## config.mk

```make
export PLATFORM = sky130hd
export DESIGN_NAME = load_store_unit
export DESIGN_NICKNAME = d
export VERILOG_FILES = /design/src/rtl/load_store_unit.sv
export SDC_FILE = /design/constraint.sdc
export NUM_CORES = 1
export LEC_CHECK = 0
export BUFFER_PORTS_ARGS = -buffer_cell sky130_fd_sc_hd__buf_2
export CAP_MARGIN = 20
export CORE_ASPECT_RATIO = 1.5
export CORE_MARGIN = 1.5
export CORE_UTILIZATION = 53
export DETAILED_ROUTE_END_ITERATION = 16
export PLACE_DENSITY = 0.86
export SLEW_MARGIN = 0
export SYNTH_ARGS = -nofsm -noshare
export SYNTH_HDL_FRONTEND = slang
export SYNTH_SLANG_ARGS = --single-unit
```

## constraint.sdc

```tcl
create_clock -name clk -period 5.1 [get_ports clk]
set_input_delay 0.51 -clock clk [delete_from_list [all_inputs] [get_ports clk]]
set_output_delay 0.51 -clock clk [all_outputs]
set_load 0.1 [all_outputs]
```

## src/rtl/load_store_unit.sv

```systemverilog
// load_store_unit: MEM-stage load/store unit driving a word-addressed valid/ready data-memory port.
// Ports: clk/rst (async active-high); MemRead, MemWrite, Funct3, Address, WriteData from the pipeline;
// Stall, Fault (combinational), ReadData (registered load result) back to the pipeline;
// mem_req/mem_we/mem_addr/mem_be/mem_wdata (registered) and mem_ready/mem_rdata to/from memory.
module load_store_unit (
   input  logic        clk,
   input  logic        rst,
   input  logic        MemRead,
   input  logic        MemWrite,
   input  logic [2:0]  Funct3,
   input  logic [31:0] Address,
   input  logic [31:0] WriteData,
   output logic        Stall,
   output logic        Fault,
   output logic [31:0] ReadData,
   output logic        mem_req,
   output logic        mem_we,
   output logic [31:0] mem_addr,
   output logic [3:0]  mem_be,
   output logic [31:0] mem_wdata,
   input  logic        mem_ready,
   input  logic [31:0] mem_rdata
);
   typedef enum logic [1:0] {IDLE, BUSY, DONE} state_t;
   state_t      state_q;
   logic [2:0]  f3_q;
   logic [1:0]  off_q;
   logic        req, illegal, misalign;
   logic [3:0]  be_d;
   logic [31:0] wdata_d, rdata_d;
   logic [7:0]  byte_v;
   logic [15:0] half_v;
   assign req = MemRead | MemWrite;
   // 011/110/111 are undefined; 100/101 only exist as loads
   assign illegal = (MemRead & MemWrite) | (&Funct3[1:0]) | (Funct3[2] & Funct3[1]) | (MemWrite & Funct3[2]);
   assign misalign = (Funct3[1:0] == 2'b10) ? |Address[1:0] : (Funct3[1:0] == 2'b01) & Address[0];
   // gated by rst so both read as 0 while reset is held
   assign Fault = ~rst & (state_q == IDLE) & req & (illegal | misalign);
   assign Stall = ~rst & (((state_q == IDLE) & req & ~Fault) | (state_q == BUSY));
   assign be_d = ~MemWrite ? 4'b1111 :
                 (Funct3[1:0] == 2'b00) ? 4'b0001 << Address[1:0] :
                 (Funct3[1:0] == 2'b01) ? 4'b0011 << Address[1:0] : 4'b1111;
   assign wdata_d = (Funct3[1:0] == 2'b00) ? {4{WriteData[7:0]}} :
                    (Funct3[1:0] == 2'b01) ? {2{WriteData[15:0]}} : WriteData;
   assign byte_v = mem_rdata[{off_q, 3'b000} +: 8];
   assign half_v = off_q[1] ? mem_rdata[31:16] : mem_rdata[15:0];
   assign rdata_d = (f3_q[1:0] == 2'b00) ? {{24{~f3_q[2] & byte_v[7]}}, byte_v} :
                    (f3_q[1:0] == 2'b01) ? {{16{~f3_q[2] & half_v[15]}}, half_v} : mem_rdata;
   always_ff @(posedge clk or posedge rst) begin
      if (rst) begin
         state_q   <= IDLE;
         f3_q      <= 3'd0;
         off_q     <= 2'd0;
         mem_req   <= 1'b0;
         mem_we    <= 1'b0;
         mem_addr  <= 32'd0;
         mem_be    <= 4'd0;
         mem_wdata <= 32'd0;
         ReadData  <= 32'd0;
      end else begin
         case (state_q)
            IDLE: if (req & ~Fault) begin
               state_q   <= BUSY;
               mem_req   <= 1'b1;
               mem_we    <= MemWrite;
               mem_addr  <= {Address[31:2], 2'b00};
               mem_be    <= be_d;
               mem_wdata <= wdata_d;
               f3_q      <= Funct3;
               off_q     <= Address[1:0];
            end
            BUSY: if (mem_ready) begin
               state_q <= DONE;
               mem_req <= 1'b0;
               if (!mem_we) ReadData <= rdata_d;
            end
            // DONE: the completing instruction's req is still visible here and must not re-issue
            default: state_q <= IDLE;
         endcase
      end
   end
endmodule

```

==> impl_metrics.env, run 1 <==
export IMPL_drive_above_1_share_pct=53.5
export IMPL_overflow=0
export IMPL_drv_slew=0
export IMPL_grt_pass1_vias=4234
export IMPL_ant_nets=0
export IMPL_syn2layout_area_growth_pct=25.7
export IMPL_die_w_um=84.7
export IMPL_cts_max_level=3
export IMPL_ys_types=33
export IMPL_hold_buffers=0
export IMPL_layout_commonest_cell="buf_2"
export IMPL_ff2ff_setup_slack_ps=2630
export IMPL_outcome="complete, no violations"
export IMPL_fp_row_count=44
export IMPL_hold_ws_ps=364
export IMPL_num_io_pins=208
export IMPL_grt_pass1_wl_um=21300
export IMPL_ys_seq_area_share_pct=50.4
export IMPL_clock_path_buffers=2
export IMPL_core_area_mm2=0.00969
export IMPL_timing_worst_slew_pin_value_ps=1040
export IMPL_cts_sinks=107
export IMPL_cts_setup_buffers=0
export IMPL_fillers=728
export IMPL_num_vias=4047
export IMPL_drt_iter0_markers=164
export IMPL_path_clk_slew_ps=70
export IMPL_cap_violations=0
export IMPL_wirelength_um=13200
export IMPL_fin_nets=708
export IMPL_layout_common_cells="buf_2, dfrtp_1, mux2_4, nand2_1, mux2_2"
export IMPL_skew_ps=7.20
export IMPL_grt_util_all_layers_pct=25.5
export IMPL_viasPerCell=5.63
export IMPL_initial_core_util_pct=54.8
export IMPL_rsz0062_at_grt="false"
export IMPL_synth_area_mm2=0.00531
export IMPL_drc_errors=0
export IMPL_synth_seq_cells=107
export IMPL_firstDrtPassIters=4
export IMPL_wl_per_cell_um=18.3
export IMPL_cts_resized=0
export IMPL_multi_input_area_mm2=0.00245
export IMPL_avgSynthCellArea_um2=13.0
export IMPL_die_h_um=126
export IMPL_diodes=0
export IMPL_setup_viol=0
export IMPL_area_sequential_mm2=0.00268
export IMPL_dpl_hpwl_um=9560
export IMPL_die_area_mm2=0.0106
export IMPL_min_period_over_period_pct=55.9
export IMPL_numCtsBuffers=9
export IMPL_fin_tns_setup_ps=0
export IMPL_syn_inst=407
export IMPL_cp_max_fo=31
export IMPL_grt_antenna_before_repair=0
export IMPL_gp_congestion=0.842
export IMPL_cts_tree="yes"
export IMPL_grt_max_degree=61
export IMPL_hold_path_class="in2async"
export IMPL_finalCriticalPeriod_ps=2850
export IMPL_insertion_delay_ps=340
export IMPL_hold_viol_final=0
export IMPL_critical_path_required_ps=4590
export IMPL_fmax_mhz=351
export IMPL_port_buffers=205
export IMPL_slew_limit_headroom_pct=30.4
export IMPL_criticalPathCategory="in2out"
export IMPL_cp_end_kind="output port"
export IMPL_yosys_warnings=0
export IMPL_worstPathArrival_ps=2340
export IMPL_startpoint_type="input pin"
export IMPL_clockRootBuffer="clkbuf_16"
## critical path, cell delays in order
cell and delay (ps):
buf_2 450, o21a_1 190, a211oi_2 60, o21bai_4 650
a21oi_1 150, buf_2 320
## per-layer routing
| metal | part of all wire [%] | vias up | global-route usage (%) |
|---|---|---|---|
| met5 | 0 | - | 0 |
| met2 | 52 | 181 | 44.8 |
| met1 | 38 | 2000 | 29.1 |
| met3 | 5.6 | 42 | 4.75 |
| met4 | 4.6 | 0 | 13.4 |
| li1 | - | 1824 | - |
## kinds of logic (layout without fill, tap and decap cells)
kind of cell | after synthesis | in the layout | share of synthesized area, %
mux | 121 | 121 | 30.8
flops | 107 | 107 | 50.4
compound gates | 71 | 71 | 8.34
simple gates | 70 | 70 | 5.65
buf+inv | 33 | 229 | 3.79
fa+ha+maj | 4 | 4 | 0.942
other cells | 1 | 2 | 0.0706
## synth_stat cells (all sizes together)
cell type,count,area share [%]
nand2,35,2.5
nand3b,1,0.14
and4bb,1,0.24
nor3b,1,0.14
mux2i,25,4.7
a211oi,1,0.24
inv,5,0.35
o21a,17,2.4
o211ai,7,0.99
nand3,1,0.094
ha,4,0.94
o41a,1,0.21
a2111oi,1,0.16
a21boi,1,0.14
a21oi,21,2.0
nor2,22,1.6
nand2b,4,0.47
clkbuf,8,0.57
o21bai,1,0.14
dfrtp,107,50
mux2,88,23
buf,20,2.9
nor3,2,0.19
conb,1,0.071
o21ai,20,1.9
nor2b,2,0.24
o32a,1,0.19
or3,1,0.12
mux4,8,3.4
## worst paths after layout
path	from	to	cells after the start
min in group clk	mem_ready	state_q[0]	2
worst max-delay path	Funct3[1]	Stall	6
max in group asynchronous	rst	ReadData[7]	3
worst min-delay path	rst	mem_req	2
worst min register to register	ReadData[0]	ReadData[0]	1
worst max register to register	off_q[1]	ReadData[7]	4
## metrics by stage
stage                     util, %  area (um2)  worst slack, ps  std cells
after floorplan                 -        5320             1610        408
after global placement       65.6        6360             2320        704
after detailed placement     65.6        6360             2270        704
after CTS                    68.9        6680             2270        719
after global routing         68.9        6680             2140        719
final                        68.9        6680             2250        719
## state kept, by name (all words and copies together), names as in the netlist
register and count:
ReadData 32, f3_q 3, mem_addr 30, mem_be 4
mem_req 1, mem_wdata 32, mem_we 1, off_q 2
state_q 2
## layout make-up
class	count	area share, %
repair buffers	209	16.0
multi-input cells	268	36.7
flip-flops and latches	107	40.1
well taps	115	2.16
clock buffers	10	3.58
clock inverters	5	1.16
inverters	5	0.319
Power of run 1 is not shown: default switching activity piles up to over one toggle a cycle in this logic, so the estimate is an artifact.
==> inputs of run 2 (changes only) <==
--- a/config.mk
+++ b/config.mk
@@ -9,9 +9,9 @@
 export CAP_MARGIN = 20
 export CORE_ASPECT_RATIO = 1.5
 export CORE_MARGIN = 1.5
-export CORE_UTILIZATION = 53
+export CORE_UTILIZATION = 44
 export DETAILED_ROUTE_END_ITERATION = 16
-export PLACE_DENSITY = 0.86
+export PLACE_DENSITY = 0.76
 export SLEW_MARGIN = 0
 export SYNTH_ARGS = -nofsm -noshare
 export SYNTH_HDL_FRONTEND = slang
==> constraint.sdc (replaced) <==
create_clock -name clk -period 2.43 [get_ports clk]
set_input_delay 0.243 -clock clk [delete_from_list [all_inputs] [get_ports clk]]
set_output_delay 0.243 -clock clk [all_outputs]
set_load 0.1 [all_outputs]
==> run 2 against run 1 <==
Against the previous run: clock skew grew 2.1 ps; via count shrank 1.8%; die area grew 20%; design area grew 1.6%; critical path depth shrank 1; core utilization shrank 12 points; routed wire length shrank 1.5%; register-to-register slack lost 2300 ps; first-iteration DRC count shrank 16%; final cell count grew 6.7%.
==> impl_metrics.env, run 2 (same netlist as run 1, synthesis figures left out) <==
export IMPL_cap_violations=0
export IMPL_outcome="complete, no violations"
export IMPL_slowest_delay_ps=430
export IMPL_wirelength_um=13000
export IMPL_initial_core_util_pct=44.7
export IMPL_num_io_pins=208
export IMPL_hold_viol_final=0
export IMPL_finalCriticalPeriod_ps=2230
export IMPL_dpl_hpwl_um=9700
export IMPL_drt_iter0_markers=137
export IMPL_numCtsBuffers=9
export IMPL_grt_antenna_before_repair=0
export IMPL_worstPathArrival_ps=1990
export IMPL_timing_worst_slew_pin_value_ps=599
export IMPL_setup_viol=0
export IMPL_cts_resized=0
export IMPL_fillers=1055
export IMPL_die_w_um=92.7
export IMPL_grt_util_all_layers_pct=20.2
export IMPL_hold_path_class="in2async"
export IMPL_grt_pass1_vias=4022
export IMPL_skew_ps=9.26
export IMPL_grt_max_degree=108
export IMPL_fmax_mhz=448
export IMPL_cts_setup_buffers=0
export IMPL_insertion_delay_ps=340
export IMPL_cp_cell_sequence="nor2_1, o21ai_0, o21bai_4, a21oi_2, buf_2"
export IMPL_stdcell_area_mm2=0.00678
export IMPL_gp_congestion=0.857
export IMPL_worstReg2RegStart="off_q[1]"
export IMPL_min_period_over_period_pct=91.8
export IMPL_cts_max_level=3
export IMPL_layout_commonest_cell="buf_2"
export IMPL_cp_max_fo=12
export IMPL_cts_sinks=107
export IMPL_die_area_mm2=0.0128
export IMPL_num_vias=3976
export IMPL_top_regs="ReadData: 32 flops, mem_wdata: 32 flops, mem_addr: 30 flops"
export IMPL_viasPerCell=5.18
export IMPL_place_inst=753
export IMPL_drive_above_1_share_pct=54.6
export IMPL_syn2layout_area_growth_pct=27.7
export IMPL_firstDrtPassIters=4
export IMPL_hold_buffers=0
export IMPL_critPathTopFamily="compound AO/OA/AOI/OAI gates"
export IMPL_overflow=0
export IMPL_slew_limit_headroom_pct=60.0
export IMPL_wl_per_cell_um=16.9
export IMPL_layout_common_cells="buf_2, dfrtp_1, mux2_4, nand2_1, mux2_2"
export IMPL_hold_ws_ps=108
export IMPL_fin_tns_setup_ps=0
export IMPL_drv_slew=0
export IMPL_cp_end_kind="output port"
export IMPL_cts_tree="yes"
export IMPL_rsz0062_at_grt="false"
export IMPL_path_clk_slew_ps=70
export IMPL_startpoint_type="flip-flop"
export IMPL_critPathLaunch="state_q[0]"
export IMPL_grt_pass1_wl_um=20300
export IMPL_placedInstanceArea_mm2=0.00650
export IMPL_fin_nets=719
export IMPL_fp_row_count=49
export IMPL_clockRootBuffer="clkbuf_16"
export IMPL_clock_path_buffers=2
export IMPL_critical_path_required_ps=2190
export IMPL_die_h_um=138
export IMPL_port_buffers=205
export IMPL_crit_buf_inv=1
export IMPL_ant_nets=0
export IMPL_drc_errors=0
export IMPL_instances_no_fill=767
export IMPL_crit_slowest_cell="buf_2"
export IMPL_criticalPathCategory="reg2out"
export IMPL_diodes=0
export IMPL_core_area_mm2=0.0119
==> run 2: path summary, 6_finish.rpt <==
check / endpoint / slack, ps / cells past startpoint
max: Stall / 200 / 5
min: mem_addr[7] / 110 / 3
max reg2reg: ReadData[14] / 370 / 4
min reg2reg: ReadData[10] / 480 / 1
max in group asynchronous: mem_wdata[12] / 1820 / 3
min in group clk: state_q[0] / 120 / 2
==> run 2: layout make-up <==
type | count | area [um2] | area share, %
sequential | 107 | 2680 | 39.5
multi-input combinational | 268 | 2460 | 36.2
timing repair buffer | 220 | 1150 | 17.0
clock buffer | 9 | 225 | 3.32
tap | 153 | 191 | 2.82
clock inverter | 5 | 56.3 | 0.830
inverter | 5 | 22.5 | 0.332
==> run 2: metal layers <==
layer  track usage, %  vias up  wire length [um]
li1                 -     1846                 -
met1             24.7     1971              5030
met2             35.9      137              7010
met3             2.76       22               622
met4             8.08        0               311
met5                0        -                 0
==> run 2: worst min-delay path, cell delays in order <==
cell        delay [ps]
buf_2              160
clkinvlp_4         110
buf_12             400
==> run 2: metrics by stage <==
stage,worst slack (ps),util (%)
2_1_floorplan,110,-
3_3_place_gp,236,54.6
3_5_place_dp,138,54.6
4_1_cts,170,57.0
5_1_grt,80.2,57.0
6_report,200,57.0
Power of run 2 is left out for the same reason.
